<file path="src/rtl/usb_dfu_boot_ctrl.sv">
// DFU bootloader hand-off controller: SOF-based host presence, detach/disconnect/warmboot sequencing.
// Optional auto-boot without a host is enabled by defining USB_BOOT_TIMEOUT_EN.
module usb_dfu_boot_ctrl #(
  parameter int unsigned CLK_HZ              = 48000000,
  parameter int unsigned PRESENCE_TIMEOUT_MS = 1000,
  parameter int unsigned DISCONNECT_MS       = 10,
  parameter logic [1:0]  BOOT_IMAGE          = 2'b01,
  parameter int unsigned BOOT_PULSE_CYCLES   = 4,
  parameter int unsigned BOOT_TIMEOUT_MS     = 5000
) (
  input  logic        clk_48mhz,
  input  logic        reset,
  input  logic        sof_valid,
  input  logic [10:0] frame_index,
  input  logic        dfu_detach,
  input  logic        dfu_busy,
  output logic        usb_pullup_en,
  output logic        boot_en,
  output logic [1:0]  boot_sel,
  output logic        host_present,
  output logic        frame_gap,
  output logic [2:0]  state_dbg
);

  typedef enum logic [2:0] {
    IDLE        = 3'd0,
    ACTIVE      = 3'd1,
    DETACH_WAIT = 3'd2,
    DISCONNECT  = 3'd3,
    BOOT        = 3'd4,
    HALT        = 3'd5
  } state_t;

  localparam logic [31:0] PRESC_MAX = 32'(CLK_HZ / 1000 - 1);
  localparam int          CW        = $clog2(BOOT_PULSE_CYCLES) + 1;

  state_t          state, state_next;
  logic [31:0]     presc;
  logic [15:0]     ms_cnt;
  logic [CW-1:0]   cyc_cnt;
  logic [10:0]     last_frame;
  logic            first_sof;
  logic            ms_tick;
  logic            state_change;
  logic            ms_clr;
  logic            auto_boot;

  assign ms_tick      = (presc == PRESC_MAX);
  assign state_change = (state_next != state);
  // A SOF restarts the ms timebase too, so the presence timeout is never short.
  assign ms_clr       = sof_valid && (state == IDLE || state == ACTIVE);
  assign state_dbg    = state;

`ifdef USB_BOOT_TIMEOUT_EN
  logic [15:0] boot_to_cnt;
  logic        sof_seen;

  always_ff @(posedge clk_48mhz or posedge reset) begin
    if (reset) begin
      boot_to_cnt <= 16'd0;
      sof_seen    <= 1'b0;
    end else begin
      if (sof_valid) sof_seen <= 1'b1;
      if (!sof_seen && ms_tick && boot_to_cnt != 16'hFFFF)
        boot_to_cnt <= boot_to_cnt + 16'd1;
    end
  end

  assign auto_boot = !sof_seen && !sof_valid && (boot_to_cnt >= 16'(BOOT_TIMEOUT_MS));
`else
  assign auto_boot = 1'b0;
`endif

  always_comb begin
    state_next    = state;
    usb_pullup_en = 1'b1;
    boot_en       = 1'b0;
    boot_sel      = 2'b00;
    case (state)
      IDLE: begin
        if (dfu_detach || auto_boot) state_next = DETACH_WAIT;
        else if (sof_valid)          state_next = ACTIVE;
      end
      ACTIVE: begin
        if (dfu_detach) state_next = DETACH_WAIT;
        else if (!sof_valid && ms_cnt >= 16'(PRESENCE_TIMEOUT_MS)) state_next = IDLE;
      end
      DETACH_WAIT: begin
        if (!dfu_busy) state_next = DISCONNECT;
      end
      DISCONNECT: begin
        usb_pullup_en = 1'b0;
        if (ms_cnt >= 16'(DISCONNECT_MS)) state_next = BOOT;
      end
      BOOT: begin
        usb_pullup_en = 1'b0;
        boot_en       = 1'b1;
        boot_sel      = BOOT_IMAGE;
        if (cyc_cnt == CW'(BOOT_PULSE_CYCLES - 1)) state_next = HALT;
      end
      HALT: begin
        usb_pullup_en = 1'b0;
      end
      default: state_next = IDLE;
    endcase
  end

  always_ff @(posedge clk_48mhz or posedge reset) begin
    if (reset) begin
      state        <= IDLE;
      presc        <= 32'd0;
      ms_cnt       <= 16'd0;
      cyc_cnt      <= '0;
      last_frame   <= 11'd0;
      first_sof    <= 1'b1;
      host_present <= 1'b0;
      frame_gap    <= 1'b0;
    end else begin
      state <= state_next;

      if (state_change || ms_clr || ms_tick) presc <= 32'd0;
      else                                   presc <= presc + 32'd1;

      if (state_change || ms_clr)             ms_cnt <= 16'd0;
      else if (ms_tick && ms_cnt != 16'hFFFF) ms_cnt <= ms_cnt + 16'd1;

      if (state == BOOT) cyc_cnt <= cyc_cnt + CW'(1);
      else               cyc_cnt <= '0;

      // Presence only changes on IDLE/ACTIVE transitions; the detach path holds it.
      if (state_next == ACTIVE && state != ACTIVE) host_present <= 1'b1;
      else if (state_next == IDLE)                 host_present <= 1'b0;

      if (sof_valid) begin
        last_frame <= frame_index;
        if (state == ACTIVE && !first_sof && frame_index != last_frame + 11'd1)
          frame_gap <= 1'b1;
      end

      if (state_next == IDLE && state != IDLE) first_sof <= 1'b1;
      else if (sof_valid)                      first_sof <= 1'b0;
    end
  end

endmodule
</file>
<file path="config.mk">
export PLATFORM = sky130hd
export DESIGN_NAME = usb_dfu_boot_ctrl
export DESIGN_NICKNAME = d
export VERILOG_FILES = /design/src/rtl/usb_dfu_boot_ctrl.sv
export SDC_FILE = /design/constraint.sdc
export NUM_CORES = 1
export LEC_CHECK = 0
export ABC_AREA = 1
export BUFFER_PORTS_ARGS = -buffer_cell sky130_fd_sc_hd__buf_2
export CORE_AREA = 2 2 105 107
export DETAILED_ROUTE_END_ITERATION = 12
export DIE_AREA = 0 0 107 109
export PLACE_DENSITY_LB_ADDON = 0.3
export SYNTH_ARGS = -nofsm -noshare
export SYNTH_HDL_FRONTEND = slang
export SYNTH_SLANG_ARGS = --single-unit
</file>
<file path="constraint.sdc">
create_clock -name clk_48mhz -period 2.1 [get_ports clk_48mhz]
set_input_delay 0.315 -clock clk_48mhz [delete_from_list [all_inputs] [get_ports clk_48mhz]]
set_output_delay 0.315 -clock clk_48mhz [all_outputs]
set_load 0.02 [all_outputs]
</file>
==> results.toml, run 1 <==
[job]
drv_cap = 0

[power_and_ir_drop]
max-vdd-ir-drop_uv = 302
power.leakage_nw = 2.31
p_per_area_nw_per_um2 = 516

[clock_tree]
cts_made_buffers = 9
cts_tree = "done"
clk_pin_slew_ps = 70
htree_num_levels = 3
clkLatencyLatePin_ps = 350
cts_root_buf = "clkbuf_8"
cts.sinks = 68
cts_buffer_depth = 2

[timing]
relSlewSlack = 0.596
worst_pin_slew_ps = 604
clock_skew_ps = 7.35
grt_setup_unrepaired = "false"
min_period_over_period = 0.936
setup_viol = 0
finalMaxSlewViolations = 0
fin_setup_tns_ps = 0
holdWs_ps = 24.9
final.min_clock_period_ps = 1960
hold_viol_final = 0
timing.fmax_ghz = 0.509

[die]
io_pins = 25
dieArea_um2 = 11700
dieWidth_um = 107
die_y_um = 109
initial_core_util = 0.414
coreArea_um2 = 10600
rows = 38

[drt]
wl_per_cell_um = 12.4
vias_per_cell = 4.95
drt-total-wl_um = 9770
drt_iter0_drc = 270
drc = 0
ant_nets = 0
first_pass_iters = 5
num_vias = 3908

[global_routing]
grt_pass1_vias = 3728
grt_max_degree = 31
grt_pass1_wl_um = 16800
antenna_found_initial = 0
gr-total-overflow = 0
grtUsageTotal = 0.182

[yosys]
synth_flop_cell = "dfrtp_1"
ys_seq_area_frac = 0.388
syn_area_per_cell_um2 = 7.30
synth_seq_cells = 68
syn_inst = 602
async_reset_ff_frac = 1.00
yosysWarnings = 0
synthesis.nets = 624
synth.cell_area_um2 = 4390
synth-edff-count = 0
synth.distinct_cells = 35

[finish]
mostFrequentLayoutCell = "nand2_1"
drive_above_1_share = 0.180
nNetsFinal = 667
final_cell_mix = "135 x nand2_1, 84 x nor2_1, 71 x inv_1"
area_growth_syn_to_layout_pct = 14.0
antenna_cells = 0
final_cell_area_um2 = 5010

[placed_design]
io_buffer_count = 23
gp_congestion = 0.961
placed_area_um2 = 4760
dp.final_hpwl_um = 7430

[critical_path]
cp_max_fo = 9
critPathBufInv = 1
cp_slowest_cell = "dfrtp_1"
path_class = "reg2reg"
crit_family = "simple AND/OR/NAND/NOR gates"
worst_ep_required_time_ps = 2330
start_kind = "register"
max_stage_delay_ps = 420
critPathArrivalTime_ps = 2200
cp-end-kind = "register"
crit_chain = "ha_1, nand3_1, nor2_2, nand3_1, nor2_2, nand3_2, nand2_4, inv_1, nand2_1, xor2_1, nor2_1"

[worst_hold_path]
hp-class = "in2async"

[status]
status = "completed"
## routing by layer
layer / global-route usage / vias to the layer above / share of wire
met5: 0 / - / 0
met4: 0.0631 / 0 / 0.016
met3: 0.0418 / 14 / 0.046
met2: 0.298 / 84 / 0.47
met1: 0.238 / 1832 / 0.47
li1: - / 1978 / -
## repair_timing
item / 4_1_cts / 5_1_grt
endpoints found under the setup margin: 0 / 16
gates resized for setup: 0 / 9
buffers inserted: 0 / 2
hold buffers: 0 / 0
## metrics by stage
stage | total power, mW | worst slack (ps) | cells | utilization
2_1_floorplan | 1.48 | 75.1 | 602 | -
3_3_place_gp | 1.53 | 101 | 771 | 0.449
3_5_place_dp | 1.53 | 46.1 | 771 | 0.449
4_1_cts | 2.62 | 11.9 | 787 | 0.467
5_1_grt | 2.71 | 7.82 | 790 | 0.472
6_report | 2.58 | 135 | 790 | 0.472
## final cells by class
class	instances	area, um^2
Inverter	78	293
Clock inverter	4	48.8
Timing Repair Buffer	41	288
Clock buffer	12	145
Multi-Input combinational cell	447	2350
Tap cell	140	175
Fill cell	1037	5600
Sequential cell	68	1700
## path summary, 6_finish.rpt
kind	start	to	slack, ps	cells after the start
hold / removal	reset	host_present$_DFFE_PP0P_	20	2
min in group clk_48mhz	frame_index[1]	last_frame[1]$_DFFE_PP0P_	180	3
setup reg to reg	ms_cnt[1]$_DFFE_PP0P_	ms_cnt[12]$_DFFE_PP0P_	140	11
setup / recovery	ms_cnt[1]$_DFFE_PP0P_	ms_cnt[12]$_DFFE_PP0P_	140	11
max in group asynchronous	reset	presc[12]$_DFF_PP0_	1460	3
hold reg to reg	frame_gap$_DFFE_PP0P_	frame_gap$_DFFE_PP0P_	460	2
## worst reg2reg max path, cell delays in order (launching register included)
cell,delay (ps)
dfrtp_1,420
ha_1,220
nand3_1,100
nor2_2,160
nand3_1,120
nor2_2,140
nand3_2,130
nand2_4,150
inv_1,100
nand2_1,100
xor2_1,160
nor2_1,50
## synthesized netlist by cell type (all sizes together), types with 2 or more instances
library cell / number / area share
a21oi: 3 / 0.0043
buf: 8 / 0.017
clkbuf: 2 / 0.0017
dfrtp: 67 / 0.38
ha: 6 / 0.017
inv: 78 / 0.067
nand2: 140 / 0.12
nand3: 51 / 0.059
nand3b: 3 / 0.0080
nand4: 19 / 0.027
nor2: 121 / 0.12
nor3: 36 / 0.043
nor3b: 2 / 0.0034
o21ai: 14 / 0.017
xnor2: 13 / 0.026
xor2: 32 / 0.064
## power breakdown
part	internal, mW	switching, mW
Combinational	0.0605	0.0953
Sequential	1.33	0.0197
Clock	0.580	0.498
## cells by family (layout without fill, tap and decap cells)
kind of cell	Yosys count	in the layout	synth area share
compound gates	20	20	0.0282
xor+xnor	45	45	0.0897
fa+ha+maj	6	6	0.0171
buf+inv	88	135	0.0857
flops	68	68	0.388
other cells	1	1	0.000854
simple gates	374	375	0.391
## flip-flops by register name (all words and copies together), names as in the netlist
register	flops
frame_gap	1
state_dbg	3
host_present	1
last_frame	11
ms_cnt	16
presc	32
first_sof	1
cyc_cnt	3
(Power assumes the default switching activity.)
==> run 2: changes to the inputs <==
- ABC_AREA: 1 -> default
- CORE_AREA: 2 2 105 107 -> 2 2 100 102
- DIE_AREA: 0 0 107 109 -> 0 0 102 104
==> run 2 against run 1 <==
The run now ends with setup timing left. Setup slack worse by 240 ps. Synthesized cell count is 29% lower. Clock power is 24% higher. Total power is 35% higher. Combinational power grew to 4.5 times the previous value. Clock skew is 1.2 ps higher. Utilization is 7.9 points higher. Routed wire length is 1.4% lower.
==> results.toml, run 2 <==
[status]
status = "complete, but fails checks"
failed_checks = "setup timing"

[timing]
clock_skew_ps = 8.54
finalMaxSlewViolations = 0
hold_viol_final = 0
grt_setup_unrepaired = "true"
relSlewSlack = 0.627
worst_pin_slew_ps = 556
setup_viol = 13
timing.fmax_ghz = 0.454
fin_setup_tns_ps = -682
min_period_over_period = 1.05
finalWorstSetupSlack_ps = -105
final.min_clock_period_ps = 2200

[yosys]
synth_flop_cell = "dfrtp_1"
synth-edff-count = 0
netlist.area_leader.share = 0.420
synth.distinct_cells = 49
syn_inst = 427
yosysWarnings = 0
synth_area_leader_cell = "dfrtp_1"
synth_top_family_by_area = "simple AND/OR/NAND/NOR gates"
synth_common_cells = "67 x dfrtp_1, 29 x xnor2_1, 26 x nand2_1"
yosys.area_share.simple = 0.232
synth.cell_area_um2 = 3990
synth_compound_area_frac = 0.149
ys_seq_area_frac = 0.427
syn_area_per_cell_um2 = 9.35
synth_most_common_cell = "dfrtp_1"
synthesis.nets = 449
synth_xor_area_frac = 0.0900
synth_seq_cells = 68
synthTopCellsByArea = "dfrtp_1 42%, xnor2_1 6.4%, nor4_1 3.4%, mux2_2 3.1%, a21oi_1 3.0%"
synthMuxAreaShare = 0.0361
async_reset_ff_frac = 1.00
post_synth_fa_ha_maj_area_fraction = 0.0188

[power_and_ir_drop]
max-vdd-ir-drop_uv = 315
p_per_area_nw_per_um2 = 659
power.leakage_nw = 2.20

[drt]
drt-total-wl_um = 9630
drc = 0
num_vias = 3620
ant_nets = 0
drt_iter0_drc = 169
first_pass_iters = 4
vias_per_cell = 5.55
wl_per_cell_um = 14.8

[global_routing]
top_usage_layer = "met2"
grt_pass1_vias = 3506
use_met2 = 0.309
grtUsageTotal = 0.188
gr-total-overflow = 0
antenna_found_initial = 0
grt_max_degree = 66
use_met3 = 0.0437
grt_pass1_wl_um = 16100
globalRouteMet1Util = 0.244

[critical_path]
worst_ep_required_time_ps = 2370
cp_max_fo = 7
rrSetupSlack_ps = -100
path_class = "reg2reg"
critPathArrivalTime_ps = 2470
rr_worst_depth = 6
cp-end-kind = "register"
start_kind = "register"
r2r-start = "presc[26]$_DFF_PP0_"
r2r_end = "ms_cnt[12]$_DFFE_PP0P_"

[worst_hold_path]
holdPathStages = 2
holdCritStartpoint = "sof_valid"
hp-class = "in2reg"
hold_end = "first_sof$_DFFE_PP1P_"

[job]
drv_cap = 0

[clock_tree]
cts_buffer_depth = 2
clk_pin_slew_ps = 80
htree_num_levels = 3
cts_made_buffers = 9
clkLatencyLatePin_ps = 350
cts_root_buf = "clkbuf_8"
cts_tree = "done"
cts.sinks = 68

[die]
dieArea_um2 = 10600
coreArea_um2 = 9550
dieWidth_um = 102
rows = 36
initial_core_util = 0.418
die_y_um = 104
io_pins = 25

[finish]
drive_above_1_share = 0.331
largest_register = "presc"
reg.largest.list = "presc x32, ms_cnt x16, last_frame x11"
area_growth_syn_to_layout_pct = 32.0
antenna_cells = 0
largest_reg_flops = 32
nNetsFinal = 536
mostFrequentLayoutCell = "buf_4"
final_cell_area_um2 = 5270
final_cell_mix = "71 x buf_4, 67 x dfrtp_1, 29 x xnor2_1"

[placed_design]
io_buffer_count = 23
placed_area_um2 = 4670
gp_congestion = 0.840
dp.final_hpwl_um = 6120
==> run 2: cells by family after synthesis <==
group	after synthesis
flip-flops	68
AND/OR/NAND/NOR	163
adder cells (fa/ha/maj)	6
AO/OA/AOI/OAI	90
buffers and inverters	45
other	1
multiplexers	13
XOR/XNOR	41
==> run 2: worst max-delay path by stage <==
stage / depth (start not counted) / to / startpoint
global route: 6 / ms_cnt[9]$_DFFE_PP0P_ / presc[26]$_DFF_PP0_
detailed placement: 5 / ms_cnt[15]$_DFFE_PP0P_ / presc[26]$_DFF_PP0_
floorplan: 7 / presc[10]$_DFF_PP0_ / ms_cnt[13]$_DFFE_PP0P_
CTS: 6 / ms_cnt[9]$_DFFE_PP0P_ / presc[23]$_DFF_PP0_
finish: 6 / ms_cnt[12]$_DFFE_PP0P_ / presc[26]$_DFF_PP0_
global placement: 5 / ms_cnt[12]$_DFFE_PP0P_ / presc[26]$_DFF_PP0_
==> run 2: routing by layer <==
layer,vias up,routed length (um),share of wire
li1,1766,-,-
met1,1777,4330,0.45
met2,69,4810,0.50
met3,8,410,0.043
met4,0,87,0.0090
met5,-,0,0
==> run 2: repair_timing <==
item                                    4_1_cts  5_1_grt
endpoints found under the setup margin       16       48
buffers inserted                              6        4
hold endpoints to repair                      3        0
pin swaps                                    16        7
gates cloned                                  3        1
hold buffers                                  1        0
resized for setup                            11       39
==> run 2: area by class of cell <==
| class | count | area [um^2] |
|---|---|---|
| Multi-Input combinational cell | 317 | 2330 |
| Sequential cell | 68 | 1700 |
| Inverter | 17 | 63.8 |
| Clock inverter | 6 | 111 |
| Tap cell | 133 | 166 |
| Timing Repair Buffer | 101 | 752 |
| Fill cell | 865 | 4280 |
| Clock buffer | 10 | 138 |
==> run 2: stage by stage <==
stage | setup slack, ps | total power [mW] | util | std cells | hold WS (ps)
final | -105 | 3.47 | 0.552 | 652 | 209
after global routing | -175 | 3.64 | 0.552 | 652 | 204
after CTS | -131 | 3.40 | 0.529 | 647 | 191
after detailed placement | -259 | 2.04 | 0.489 | 621 | 190
after global placement | -211 | 2.02 | 0.489 | 621 | 189
after floorplan | -75.0 | 1.81 | - | 427 | 410
==> run 2: power breakdown <==
group	leakage [nW]	switching [mW]	internal, mW
clock network	0.122	0.520	0.821
logic	1.18	0.372	0.326
registers	0.904	0.0569	1.38
==> run 2: worst max-delay path, stage by stage, from the launching register on <==
cell and delay [ps]:
dfrtp_1 410, nor4_4 310, nand2_2 120, buf_4 150, or4_4 480, or4_1 480
a22oi_1 160
==> run 3: changes to the inputs <==
- SKIP_CTS_REPAIR_TIMING: default -> 1
==> run 3 against run 2 <==
Setup slack lost 11 ps. Cell area shrank 1.6%. Global-route usage shrank 1.1 points. Sequential power about the same. The run still ends with setup timing left. Non-clock buffer count down 6. Highest routed layer unchanged. Utilization is 0.88 points lower. Critical path depth decreased by 1. Total power is 0.18% higher. Clock skew is essentially flat.
==> results.toml, run 3 (same netlist as run 2, synthesis figures left out) <==
[timing]
fin_setup_tns_ps = -756
holdWs_ps = 203
relSlewSlack = 0.662
timing.fmax_ghz = 0.451
clock_skew_ps = 8.32
min_period_over_period = 1.06
hold_viol_final = 0
finalMaxSlewViolations = 0
worst_pin_slew_ps = 504
grt_setup_unrepaired = "true"
setup_viol = 14
final.min_clock_period_ps = 2220
finalWorstSetupSlack_ps = -116

[global_routing]
grt_max_degree = 66
grtUsageTotal = 0.177
antenna_found_initial = 0
grt_pass1_wl_um = 15300
grt_pass1_vias = 3429
gr-total-overflow = 0

[die]
io_pins = 25
coreArea_um2 = 9550
rows = 36
dieArea_um2 = 10600
dieWidth_um = 102
initial_core_util = 0.418
die_y_um = 104

[job]
drv_cap = 0

[finish]
drive_above_1_share = 0.316
final_cell_mix = "67 x buf_4, 66 x dfrtp_1, 29 x xnor2_1"
n_fill_cell = 867
reg.largest.list = "presc x32, ms_cnt x16, last_frame x11"
fin_util = 0.543
final_cell_area_um2 = 5180
largest_register = "presc"
largest_reg_flops = 32
mostFrequentLayoutCell = "buf_4"
nNetsFinal = 529
area_growth_syn_to_layout_pct = 29.9
antenna_cells = 0
instances_no_fill = 645

[drt]
vias_per_cell = 5.58
drc = 0
ant_nets = 0
drt-total-wl_um = 9590
num_vias = 3599
wl_per_cell_um = 14.9
first_pass_iters = 5
drt_iter0_drc = 176

[critical_path]
rr_worst_depth = 5
max_stage_delay_ps = 580
r2r_end = "ms_cnt[12]$_DFFE_PP0P_"
cp_max_fo = 7
critPathBufInv = 0
cp-end-kind = "register"
path_class = "reg2reg"
rrSetupSlack_ps = -120
worst_ep_required_time_ps = 2370
r2r-start = "presc[31]$_DFF_PP0_"
cp_slowest_cell = "or4_4"
start_kind = "register"
crit_family = "simple AND/OR/NAND/NOR gates"
crit_chain = "nor4_4, nand3_2, or4_4, or4_1, a22oi_1"
critPathArrivalTime_ps = 2490

[clock_tree]
cts_tree = "done"
cts_made_buffers = 9
clkLatencyLatePin_ps = 360
clk_pin_slew_ps = 70
htree_num_levels = 3
cts_buffer_depth = 2
cts.sinks = 68
cts_root_buf = "clkbuf_8"

[worst_hold_path]
holdPathStages = 2
hp-class = "in2reg"
holdCritStartpoint = "sof_valid"
hold_end = "first_sof$_DFFE_PP1P_"

[placed_design]
dp.final_hpwl_um = 6120
placed_area_um2 = 4670
dp.cells = 621
io_buffer_count = 23
gp_congestion = 0.840

[power_and_ir_drop]
p_per_area_nw_per_um2 = 671
max-vdd-ir-drop_uv = 324
power.leakage_nw = 2.14

[status]
failed_checks = "setup timing"
status = "complete, but fails checks"
## run 3: cell type report
class,instances,area [um^2],share of cell area
clock buffer,10,138,0.0265
clock inverter,6,111,0.0215
tap,133,166,0.0321
sequential,68,1700,0.329
inverter,17,63.8,0.0123
multi-input combinational,316,2300,0.444
timing repair buffer,95,699,0.135
## run 3: worst max path at each step
stage	slack, ps	endpoint	depth (start not counted)	startpoint
4_1_cts	-270	ms_cnt[15]$_DFFE_PP0P_	5	presc[26]$_DFF_PP0_
5_1_grt	-180	ms_cnt[12]$_DFFE_PP0P_	5	presc[31]$_DFF_PP0_
3_5_place_dp	-260	ms_cnt[15]$_DFFE_PP0P_	5	presc[26]$_DFF_PP0_
2_1_floorplan	-70	presc[10]$_DFF_PP0_	7	ms_cnt[13]$_DFFE_PP0P_
3_3_place_gp	-210	ms_cnt[12]$_DFFE_PP0P_	5	presc[26]$_DFF_PP0_
6_report	-120	ms_cnt[12]$_DFFE_PP0P_	5	presc[31]$_DFF_PP0_
## run 3: metal layers
metal,part of all wire,up-vias,global-route usage
li1,-,1751,-
met1,0.45,1788,0.230
met2,0.50,51,0.287
met3,0.033,9,0.0430
met4,0.0097,0,0.0571
met5,0,-,0
## run 3: where the power goes
| part | internal [mW] | switching, mW | leakage, nW | total (mW) |
|---|---|---|---|---|
| combinational | 0.321 | 0.379 | 1.12 | 0.700 |
| clock | 0.821 | 0.525 | 0.122 | 1.35 |
| sequential | 1.38 | 0.0558 | 0.903 | 1.43 |
| total | 2.52 | 0.960 | 2.14 | 3.48 |
## run 3: stage by stage
stage	setup slack (ps)	total power, mW
after floorplan	-75.0	1.81
after global placement	-211	2.02
after detailed placement	-259	2.04
after CTS	-272	3.38
after global routing	-176	3.64
final	-116	3.48
